### config.mk
export PLATFORM = sky130hd
export DESIGN_NAME = uart_tx_arbiter_flat
export DESIGN_NICKNAME = d
export VERILOG_FILES = /design/src/rtl/uart_tx_arbiter_if.sv /design/src/rtl/uart_tx_arbiter.sv /design/src/flat_wrapper.sv
export SDC_FILE = /design/constraint.sdc
export NUM_CORES = 1
export LEC_CHECK = 0
export ABC_AREA = 1
export CORE_UTILIZATION = 30
export CTS_CLUSTER_DIAMETER = 80
export DETAILED_ROUTE_END_ITERATION = 12
export GPL_ROUTABILITY_DRIVEN = 1
export HOLD_SLACK_MARGIN = 0.15
export PLACE_DENSITY_LB_ADDON = 0.05
export SYNTH_ARGS = -nofsm -noshare
export SYNTH_HDL_FRONTEND = slang
export SYNTH_SLANG_ARGS = --single-unit
export TNS_END_PERCENT = 20
### constraint.sdc
create_clock -name clk_i -period 2.1 [get_ports clk_i]
set_input_delay 0.525 -clock clk_i [delete_from_list [all_inputs] [get_ports clk_i]]
set_output_delay 0.525 -clock clk_i [all_outputs]
set_load 0.01 [all_outputs]
### src/rtl/uart_tx_arbiter_if.sv
// -----------------------------------------------------------------------------
// uart_tx_arbiter_if
// Bundles the requester-side handshake (req/data/ack/grant) and the UART TX
// launch interface (en/data/busy) plus the arbiter status strobes into one
// interface. Signal suffixes are written from the arbiter's point of view.
//
// Modports:
//   slave  - the arbiter itself: consumes requests and tx_busy_i, drives
//            ack/grant/launch/status outputs.
//   master - the environment (requesters + UART TX): drives requests, data
//            and busy, observes everything the arbiter produces.
//
// Signals:
//   req_i      [N_PORTS]              per-port request level
//   data_i     [N_PORTS*DATA_AMOUNT]  port k byte at [k*DATA_AMOUNT +: DATA_AMOUNT]
//   ack_o      [N_PORTS]              one-hot, one-cycle "byte latched" pulse
//   grant_id_o [$clog2(N_PORTS)]      owner of the current/last frame
//   tx_en_o                           one-cycle launch strobe to the UART TX
//   tx_data_o  [DATA_AMOUNT]          latched byte for the UART TX
//   tx_busy_i                         UART TX frame in progress
//   active_o                          arbiter is not idle
//   timeout_o                         one-cycle pulse when busy never arrived
// -----------------------------------------------------------------------------
interface uart_tx_arbiter_if #(
  parameter int N_PORTS     = 4,
  parameter int DATA_AMOUNT = 8
);

  localparam int ID_W = $clog2(N_PORTS);

  logic [N_PORTS-1:0]             req_i;
  logic [N_PORTS*DATA_AMOUNT-1:0] data_i;
  logic [N_PORTS-1:0]             ack_o;
  logic [ID_W-1:0]                grant_id_o;
  logic                           tx_en_o;
  logic [DATA_AMOUNT-1:0]         tx_data_o;
  logic                           tx_busy_i;
  logic                           active_o;
  logic                           timeout_o;

  modport slave (
    input  req_i,
    input  data_i,
    input  tx_busy_i,
    output ack_o,
    output grant_id_o,
    output tx_en_o,
    output tx_data_o,
    output active_o,
    output timeout_o
  );

  modport master (
    output req_i,
    output data_i,
    output tx_busy_i,
    input  ack_o,
    input  grant_id_o,
    input  tx_en_o,
    input  tx_data_o,
    input  active_o,
    input  timeout_o
  );

endinterface

### src/rtl/uart_tx_arbiter.sv
// -----------------------------------------------------------------------------
// uart_tx_arbiter
// Round-robin arbiter and launch sequencer sharing one UART transmitter among
// N_PORTS byte requesters. In IDLE it picks the next requesting port after the
// last winner, latches that port's byte, and issues a single-cycle launch
// together with the port's ack. It then waits for the transmitter to report
// busy (or gives up after BUSY_TIMEOUT cycles), waits for the frame to end,
// and inserts GAP_CYCLES idle cycles before the next selection.
//
// Ports:
//   clk_i  - system clock, rising edge
//   rst_i  - asynchronous, active-low reset
//   bus    - uart_tx_arbiter_if.slave (requests, launch interface, status)
//
// All outputs are registered.
// -----------------------------------------------------------------------------
module uart_tx_arbiter #(
  parameter int N_PORTS      = 4,
  parameter int DATA_AMOUNT  = 8,
  parameter int GAP_CYCLES   = 0,
  parameter int BUSY_TIMEOUT = 16
) (
  input  logic              clk_i,
  input  logic              rst_i,
  uart_tx_arbiter_if.slave  bus
);

  localparam int ID_W = $clog2(N_PORTS);
  localparam int TO_W = $clog2(BUSY_TIMEOUT + 1);

  localparam logic [ID_W-1:0]    LAST_INIT = ID_W'(N_PORTS - 1);
  localparam logic [TO_W-1:0]    TO_LAST   = TO_W'(BUSY_TIMEOUT - 1);
  localparam logic [16:0]        GAP_LEN   = 17'(GAP_CYCLES);
  localparam logic [N_PORTS-1:0] ONE_HOT0  = N_PORTS'(1);

  typedef enum logic [2:0] {
    IDLE,
    LAUNCH,
    WAIT_BUSY,
    WAIT_DONE,
    GAP
  } state_t;

  state_t                 state_q,    state_d;
  logic [N_PORTS-1:0]     ack_q,      ack_d;
  logic [ID_W-1:0]        grant_q,    grant_d;
  logic [ID_W-1:0]        last_q,     last_d;
  logic                   tx_en_q,    tx_en_d;
  logic [DATA_AMOUNT-1:0] tx_data_q,  tx_data_d;
  logic                   active_q,   active_d;
  logic                   timeout_q,  timeout_d;
  logic [TO_W-1:0]        to_cnt_q,   to_cnt_d;
  logic [15:0]            gap_cnt_q,  gap_cnt_d;

  logic                   sel_found;
  logic [ID_W-1:0]        sel_idx;
  logic [ID_W-1:0]        cand_idx;
  logic [DATA_AMOUNT-1:0] sel_data;
  logic [TO_W-1:0]        to_next;

  // Round-robin search: walk the ports starting one past the last winner and
  // wrapping around, taking the first one whose request is up. The last winner
  // itself is checked last, so a port that keeps requesting cannot starve the
  // others.
  always_comb begin
    sel_found = 1'b0;
    sel_idx   = '0;
    cand_idx  = '0;
    for (int k = 1; k <= N_PORTS; k++) begin
      cand_idx = ID_W'((int'(last_q) + k) % N_PORTS);
      if (!sel_found && bus.req_i[cand_idx]) begin
        sel_found = 1'b1;
        sel_idx   = cand_idx;
      end
    end
  end

  // Byte multiplexer for the winning port. Written as a constant-index loop so
  // every slice stays in range even when N_PORTS is not a power of two.
  always_comb begin
    sel_data = '0;
    for (int k = 0; k < N_PORTS; k++) begin
      if (sel_idx == ID_W'(k)) begin
        sel_data = bus.data_i[k*DATA_AMOUNT +: DATA_AMOUNT];
      end
    end
  end

  // Sequencer next-state logic. Launch and ack strobes are produced on the
  // transition out of IDLE so that, once registered, they are high exactly for
  // the single LAUNCH cycle. The timeout counter compares its incremented
  // value so the timeout pulse lands BUSY_TIMEOUT cycles after the launch
  // strobe. Both counters are cleared whenever their state is entered, so
  // neither can wrap. A GAP of zero cycles still spends one cycle in GAP.
  always_comb begin
    state_d   = state_q;
    ack_d     = '0;
    tx_en_d   = 1'b0;
    timeout_d = 1'b0;
    grant_d   = grant_q;
    last_d    = last_q;
    tx_data_d = tx_data_q;
    to_cnt_d  = to_cnt_q;
    gap_cnt_d = gap_cnt_q;
    to_next   = to_cnt_q + TO_W'(1);

    case (state_q)
      IDLE: begin
        if (sel_found && !bus.tx_busy_i) begin
          state_d   = LAUNCH;
          tx_en_d   = 1'b1;
          ack_d     = ONE_HOT0 << sel_idx;
          grant_d   = sel_idx;
          last_d    = sel_idx;
          tx_data_d = sel_data;
        end
      end

      LAUNCH: begin
        to_cnt_d = '0;
        state_d  = WAIT_BUSY;
      end

      WAIT_BUSY: begin
        if (bus.tx_busy_i) begin
          state_d = WAIT_DONE;
        end else if (to_next == TO_LAST) begin
          timeout_d = 1'b1;
          gap_cnt_d = '0;
          state_d   = GAP;
        end else begin
          to_cnt_d = to_next;
        end
      end

      WAIT_DONE: begin
        if (!bus.tx_busy_i) begin
          gap_cnt_d = '0;
          state_d   = GAP;
        end
      end

      GAP: begin
        if ((17'(gap_cnt_q) + 17'd1) >= GAP_LEN) begin
          state_d = IDLE;
        end else begin
          gap_cnt_d = gap_cnt_q + 16'd1;
        end
      end

      default: begin
        state_d = IDLE;
      end
    endcase

    active_d = (state_d != IDLE);
  end

  // State and output registers. Reset clears everything immediately, which
  // also aborts any frame in progress without a further launch strobe, and
  // parks the round-robin pointer on the last port so port 0 wins first.
  always_ff @(posedge clk_i or negedge rst_i) begin
    if (!rst_i) begin
      state_q   <= IDLE;
      ack_q     <= '0;
      grant_q   <= '0;
      last_q    <= LAST_INIT;
      tx_en_q   <= 1'b0;
      tx_data_q <= '0;
      active_q  <= 1'b0;
      timeout_q <= 1'b0;
      to_cnt_q  <= '0;
      gap_cnt_q <= '0;
    end else begin
      state_q   <= state_d;
      ack_q     <= ack_d;
      grant_q   <= grant_d;
      last_q    <= last_d;
      tx_en_q   <= tx_en_d;
      tx_data_q <= tx_data_d;
      active_q  <= active_d;
      timeout_q <= timeout_d;
      to_cnt_q  <= to_cnt_d;
      gap_cnt_q <= gap_cnt_d;
    end
  end

  assign bus.ack_o      = ack_q;
  assign bus.grant_id_o = grant_q;
  assign bus.tx_en_o    = tx_en_q;
  assign bus.tx_data_o  = tx_data_q;
  assign bus.active_o   = active_q;
  assign bus.timeout_o  = timeout_q;

endmodule

### src/flat_wrapper.sv
// flat-port wrapper written by rule: the top's interface ports become plain ports
module uart_tx_arbiter_flat 
#(
  parameter int N_PORTS      = 4,
  parameter int DATA_AMOUNT  = 8,
  parameter int GAP_CYCLES   = 0,
  parameter int BUSY_TIMEOUT = 16
)
  (clk_i, rst_i, bus_req_i, bus_data_i, bus_tx_busy_i, bus_ack_o, bus_grant_id_o, bus_tx_en_o, bus_tx_data_o, bus_active_o, bus_timeout_o);
  uart_tx_arbiter_if #(.N_PORTS(N_PORTS), .DATA_AMOUNT(DATA_AMOUNT)) bus_i ();
  input  logic clk_i;
  input  logic rst_i;
  input wire logic [$bits(bus_i.req_i)-1:0] bus_req_i;
  input wire logic [$bits(bus_i.data_i)-1:0] bus_data_i;
  input wire logic [$bits(bus_i.tx_busy_i)-1:0] bus_tx_busy_i;
  output wire logic [$bits(bus_i.ack_o)-1:0] bus_ack_o;
  output wire logic [$bits(bus_i.grant_id_o)-1:0] bus_grant_id_o;
  output wire logic [$bits(bus_i.tx_en_o)-1:0] bus_tx_en_o;
  output wire logic [$bits(bus_i.tx_data_o)-1:0] bus_tx_data_o;
  output wire logic [$bits(bus_i.active_o)-1:0] bus_active_o;
  output wire logic [$bits(bus_i.timeout_o)-1:0] bus_timeout_o;
  assign bus_i.req_i = bus_req_i;
  assign bus_i.data_i = bus_data_i;
  assign bus_i.tx_busy_i = bus_tx_busy_i;
  assign bus_ack_o = bus_i.ack_o;
  assign bus_grant_id_o = bus_i.grant_id_o;
  assign bus_tx_en_o = bus_i.tx_en_o;
  assign bus_tx_data_o = bus_i.tx_data_o;
  assign bus_active_o = bus_i.active_o;
  assign bus_timeout_o = bus_i.timeout_o;
  uart_tx_arbiter #(.N_PORTS(N_PORTS), .DATA_AMOUNT(DATA_AMOUNT), .GAP_CYCLES(GAP_CYCLES), .BUSY_TIMEOUT(BUSY_TIMEOUT)) u_core (.clk_i(clk_i), .rst_i(rst_i), .bus(bus_i));
endmodule
==> impl_metrics.tcl, run 1 <==
set metrics [dict create \
    crit_fanout 4 \
    hold_class "register to register" \
    placed_cell_area_sq_um 2350 \
    arrival_ns 2.17 \
    synth_area_sq_um 1630 \
    fillers 519 \
    place_ws_ns -0.214 \
    h-tree-depth 1 \
    ios 56 \
    grt_max_degree 28 \
    pwr_density_cell_nw_per_um2 1740 \
    cap_violations 0 \
    placement_rows 26 \
    grt_overflow 0 \
    cts_made_buffers 3 \
    vias 1647 \
    reg2reg_depth 13 \
    place_congestion 0.815 \
    cts_tree "yes" \
    final.setup.tns_ns 0 \
    synthCells 217 \
    root_buffer "clkbuf_8" \
    crit_type "input port to register" \
    hold_start "u_core.bus.tx_data_o[2]$_DFFE_PN0P_" \
    clock_skew_ns 0.00663 \
    reg2reg_slack_ns 0.12 \
    hold_path_depth 2 \
    synth_seq_area_share_pct 41.6 \
    drc 0 \
    coreArea_sq_um 5170 \
    path_clk_slew_ns 0.09 \
    synthToLayoutAreaGrowth_pct 53.5 \
    fin_crit_sh_pct 96.4 \
    cts.sinks 27 \
    cp.required_ns 2.25 \
    grt_setup_unrepaired "yes" \
    fin_util_pct 48.4 \
    first_pass_iters 4 \
    dp_hpwl_um 3020 \
    path_cells "clkdlybuf4s50_1, nand2_1, nand2_2, nand2_1, o21ai_4, buf_4, buf_4, o21ai_2, inv_2, nand2_4, o21ai_2, or3_1" \
    hold_end "u_core.bus.tx_data_o[2]$_DFFE_PN0P_" \
    fin_crit_ns 2.02 \
    hold_viol 0 \
    status "finished, final reports clean" \
    most-common-layout-cells "nand2_1, clkdlybuf4s50_1, nand3_1, dfrtp_1, nor2_1" \
    critPathBufInv 4 \
    fmax_mhz 494 \
    reg2reg_to "u_core.bus.tx_data_o[7]$_DFFE_PN0P_" \
    wl_per_cell_um 11.0 \
    worst_slew_pin_slew_ns 0.352 \
    final_common_cell "nand2_1" \
    synth_area_per_cell_sq_um 7.52 \
    ys_ff_latch 27 \
    synth.distinct_cells 28 \
    fp.dieW_um 75.7 \
    final_area_sq_um 2500 \
    yosys_warnings 0 \
    grt_pass1_vias 1471 \
    grt_usage_pct 14.3 \
    dieArea_sq_um 5740 \
    syn-num-nets 258 \
    drt-vias-per-instance 4.56 \
    worstSetupStartpointType "input port" \
    routed_wirelength_um 3960 \
    clk_latency_ns 0.27 \
    setup_viol 0 \
    crit_start "bus_req_i[3]" \
    register_area_sq_um 678 \
    drive_gt1_share_pct 21.0 \
    synthFlopType "dfrtp_1" \
    synthArstFlopShare_pct 100 \
    die_h_um 75.7 \
    cts_buffer_depth 2 \
    slew_viol_final 0 \
    antenna_found_initial 0 \
    cpMaxStageDelayCell "clkdlybuf4s50_1" \
    antenna_left 0 \
    grt_pass1_wl_um 6380 \
    diodes 0 \
    nets 333 \
    dr.first_iter.drc_count 39 \
    endpoint_kind "register" \
    relSlewSlack_pct 76.5 \
    cellLeakagePower_nw 1.17 \
    start_util_pct 31.5 \
    ir_worst_vdd_mv 1.09 \
    r2r_start "u_core.last_q[0]$_DFFE_PN1P_" \
    cp_top_family "buffers and inverters" \
    max_stage_delay_ns 0.42 \
    synth_edf_count 0 \
    multi_input_area_sq_um 896 \
    finalWorstSetupSlack_ns 0.0758 \
    io_buffer_count 55 \
]
## tightest hold or removal path, cell delays in order, from the launching register on
cell and delay [ns]:
dfrtp_1 0.36, nand2_1 0.05, nand2_1 0.05
## registers in the layout, indices dropped and copies added (netlist names)
name	cells
u_core.bus.ack_o	4
u_core.bus.active_o	1
u_core.bus.tx_en_o	1
u_core.bus.grant_id_o	2
u_core.to_cnt_q	5
u_core.bus.timeout_o	1
u_core.last_q	2
u_core.bus.tx_data_o	8
u_core.state_q	3
## layer usage
layer / track usage [%] / up-vias / share of wire [%] / routed length, um
met5: 0 / - / 0 / 0
met4: 3.70 / 0 / 0.73 / 29
met3: 2.91 / 2 / 5.3 / 210
met2: 22.4 / 47 / 44 / 1760
met1: 20.0 / 744 / 50 / 1960
li1: - / 854 / - / -
## per-stage QoR
| stage | hold WS (ns) | power (mW) | cells |
|---|---|---|---|
| final | 0.491 | 4.35 | 361 |
| after global placement | 0.467 | 3.61 | 352 |
| after detailed placement | 0.473 | 3.62 | 352 |
| after CTS | 0.498 | 3.93 | 356 |
| after floorplan | 0.229 | 2.68 | 217 |
| after global routing | 0.524 | 4.75 | 361 |
## cell type report
class                           instances  share of cell area [%]
Clock buffer                            4                    1.80
Sequential cell                        27                    27.1
Inverter                               16                    3.00
Tap cell                               70                    3.50
Timing Repair Buffer                   73                    28.6
Timing Repair inverter                  1                   0.250
Multi-Input combinational cell        170                    35.8
## Yosys cell counts, drive strengths merged, types with 3 or more instances
| cell type | n | area share (%) |
|---|---|---|
| nand2 | 81 | 22 |
| nand3 | 29 | 9.8 |
| nor2 | 27 | 6.7 |
| dfrtp | 25 | 38 |
| inv | 16 | 4.0 |
| o21ai | 14 | 5.0 |
| nand4 | 5 | 1.9 |
| buf | 4 | 2.4 |
| nor3 | 3 | 0.92 |
## kinds of logic (layout without fill, tap and decap cells)
logic type	Yosys count	count (layout)	share of synthesized area, %
simple gates	147	147	42.3
xor+xnor	3	3	1.61
flops	27	27	41.6
compound gates	18	18	6.60
buf+inv	20	94	6.36
fa+ha+maj	2	2	1.53
## worst max-delay path by stage
| stage | to | depth (start not counted) |
|---|---|---|
| finish | u_core.bus.active_o$_DFF_PN0_ | 12 |
| global route | u_core.bus.tx_data_o[5]$_DFFE_PN0P_ | 14 |
| CTS | u_core.bus.tx_data_o[2]$_DFFE_PN0P_ | 14 |
| detailed placement | u_core.bus.tx_data_o[2]$_DFFE_PN0P_ | 14 |
| global placement | u_core.bus.tx_data_o[2]$_DFFE_PN0P_ | 14 |
| floorplan | u_core.bus.active_o$_DFF_PN0_ | 12 |
## what timing repair did
item	in CTS	in global routing
resized for setup	0	25
setup endpoints to repair	0	14
setup buffers	0	4
hold buffers	0	0
## power breakdown
| part | leakage (nW) | internal, mW | switching [mW] |
|---|---|---|---|
| Sequential | 0.345 | 0.719 | 0.128 |
| Combinational | 0.805 | 1.46 | 1.75 |
| Clock | 0.0228 | 0.136 | 0.156 |
No activity file was read; power rests on OpenSTA's default activity.
==> run 2: changes to the inputs <==
Settings changed: REMOVE_ABC_BUFFERS set to 1.
==> run 2 against run 1 <==
Maximum frequency is 1.7% lower. Routed wire length up 8.5%. Die area unchanged. Highest routed layer unchanged.
==> impl_metrics.tcl, run 2 (synthesis gave the netlist of run 1 again) <==
set metrics [dict create \
    cts_tree "yes" \
    swShare_pct 46.9 \
    place_ws_ns -0.251 \
    pwr_density_cell_nw_per_um2 1710 \
    fin_cells 362 \
    hold_class "register to register" \
    reg2reg_depth 16 \
    dieArea_sq_um 5740 \
    use_met3_pct 2.65 \
    relSlewSlack_pct 75.7 \
    ir_worst_vdd_mv 0.667 \
    grt_pass1_wl_um 6910 \
    dp_hpwl_um 3280 \
    cts_made_buffers 3 \
    cpMaxStageDelayCell "clkdlybuf4s50_1" \
    endpoint_kind "register" \
    wl_per_cell_um 11.9 \
    path_depth 16 \
    hold_viol 0 \
    crit_type "input port to register" \
    diodes 0 \
    setup_viol 0 \
    ios 56 \
    io_buffer_count 55 \
    die_h_um 75.7 \
    multi_input_area_sq_um 906 \
    fin_crit_sh_pct 98.0 \
    grt.busiest_layer "met2" \
    nets 334 \
    fmax_mhz 486 \
    start_util_pct 31.5 \
    crit_path_frequent_cell "nand2_1" \
    grt_pass1_vias 1567 \
    fin_crit_ns 2.06 \
    most-common-layout-cells "nand2_1, clkdlybuf4s50_1, nor2_1, dfrtp_1, nand3_1" \
    drive_gt1_share_pct 22.6 \
    worstSetupStartpointType "input port" \
    seqPwrFrac_pct 19.3 \
    fp.dieW_um 75.7 \
    first_pass_iters 4 \
    routed_wirelength_um 4300 \
    path_cells "clkdlybuf4s50_1, nand2_1, nand2_2, nand2_4, nand2_4, nor2_4, nand3_2, nand2_2, nand2_4, buf_12, nand2_2, inv_2, nand2_1, nand3_2, nand2_1, nand2_1" \
    root_buffer "clkbuf_8" \
    final_common_cell "nand2_1" \
    arrival_ns 2.23 \
    finalWorstSetupSlack_ns 0.0417 \
    worst_slew_pin_slew_ns 0.365 \
    register_area_sq_um 678 \
    clock_skew_ns 0.00364 \
    max_stage_delay_ns 0.42 \
    h-tree-depth 1 \
    placement_rows 26 \
    drc 0 \
    dpl.cell_count 353 \
    path_clk_slew_ns 0.10 \
    postCtsHoldBufs 0 \
    grt_usage_pct 16.1 \
    hold_path_depth 2 \
    place_congestion 0.792 \
    cts_buffer_depth 2 \
    clk_latency_ns 0.27 \
    groute.layer.met2.usage_pct 28.4 \
    vias 1623 \
    antenna_left 0 \
    coreArea_sq_um 5170 \
    critPathBufInv 3 \
    dr.first_iter.drc_count 52 \
    cellLeakagePower_nw 1.22 \
    fillers 546 \
    cp_top_family "simple AND/OR/NAND/NOR gates" \
    clkPwrFrac_pct 7.1 \
    grt_overflow 0 \
    met1_usage_pct 20.4 \
    cp.required_ns 2.28 \
    drt-vias-per-instance 4.48 \
    total_power_mw 4.35 \
    power.switching_mw 2.04 \
    crit_fanout 5 \
    cap_violations 0 \
    antenna_found_initial 0 \
    largest_reg_flops 8 \
    cts.sinks 27 \
    intPower_mw 2.31 \
    power.share.combinational_pct 73.7 \
    grt_setup_unrepaired "yes" \
    status "finished, final reports clean" \
    synthToLayoutAreaGrowth_pct 55.9 \
    grt_max_degree 28 \
    slew_viol_final 0 \
]
==> run 2: cell count changes in the layout (fill, tap and decap cells not counted), sizes merged <==
cell | previous run | this run
dlymetal6s2s | 1 | 3
inv | 17 | 16
clkinvlp | 0 | 1
buf | 18 | 19
clkdlybuf4s50 | 54 | 52
==> run 2: cell type report <==
class / instances / share of cell area [%]
Clock buffer: 3 / 1.62
Clock inverter: 1 / 0.295
Inverter: 16 / 2.85
Multi-Input combinational cell: 170 / 35.6
Sequential cell: 27 / 26.7
Tap cell: 70 / 3.44
Timing Repair Buffer: 75 / 29.5
==> run 2: worst register-to-register path: stages (launching register included) <==
cell and delay [ns]:
dfstp_2 0.57, inv_2 0.09, nand2_1 0.08, nand2_2 0.07, nand2_4 0.09, nand2_4 0.07
nor2_4 0.13, nand3_2 0.11, nand2_2 0.10, nand2_4 0.10, buf_12 0.15, nand2_2 0.07
inv_2 0.04, nand2_1 0.07, nand3_2 0.07, nand2_1 0.07, nand2_1 0.05
==> run 2: power by group through the flow <==
stage / logic, mW / clock network [mW] / registers (mW)
detailed placement: 2.80 / 0 / 0.852
CTS: 2.81 / 0.318 / 0.845
global route: 3.56 / 0.336 / 0.862
finish: 3.21 / 0.308 / 0.839
global placement: 2.79 / 0 / 0.857
floorplan: 1.60 / 0 / 0.905
==> run 2: layer usage <==
layer  wire length, um  share of wire (%)  up-vias
li1                  -                  -      854
met1              2070                 48      731
met2              2050                 48       36
met3               156                3.6        2
met4                22               0.51        0
met5                 0                  0        -
==> run 2: what timing repair did <==
item / in CTS / in global routing
setup endpoints to repair: 0 / 11
setup buffers: 0 / 4
resized for setup: 0 / 24
==> run 2: path summary, 6_finish.rpt <==
kind / slack, ns / start / endpoint
setup / recovery: 0.04 / bus_req_i[0] / u_core.bus.tx_data_o[0]$_DFFE_PN0P_
hold / removal: 0.49 / u_core.bus.grant_id_o[1]$_DFFE_PN0P_ / u_core.bus.grant_id_o[1]$_DFFE_PN0P_
setup reg to reg: 0.06 / u_core.last_q[0]$_DFFE_PN1P_ / u_core.bus.tx_data_o[0]$_DFFE_PN0P_
hold reg to reg: 0.49 / u_core.bus.grant_id_o[1]$_DFFE_PN0P_ / u_core.bus.grant_id_o[1]$_DFFE_PN0P_
max in group asynchronous: 1.17 / rst_i / u_core.last_q[1]$_DFFE_PN1P_
min in group asynchronous: 0.62 / rst_i / u_core.bus.ack_o[2]$_DFF_PN0_
==> run 2: per-stage QoR <==
stage | hold WS [ns] | util [%] | TNS [ns] | area [sq um]
global route | 0.533 | 49.2 | -0.410 | 2540
detailed placement | 0.469 | 45.8 | -2.60 | 2370
finish | 0.490 | 49.2 | 0 | 2540
CTS | 0.493 | 46.7 | 0 | 2420
floorplan | 0.229 | - | 0 | 1590
global placement | 0.461 | 45.8 | -2.30 | 2370
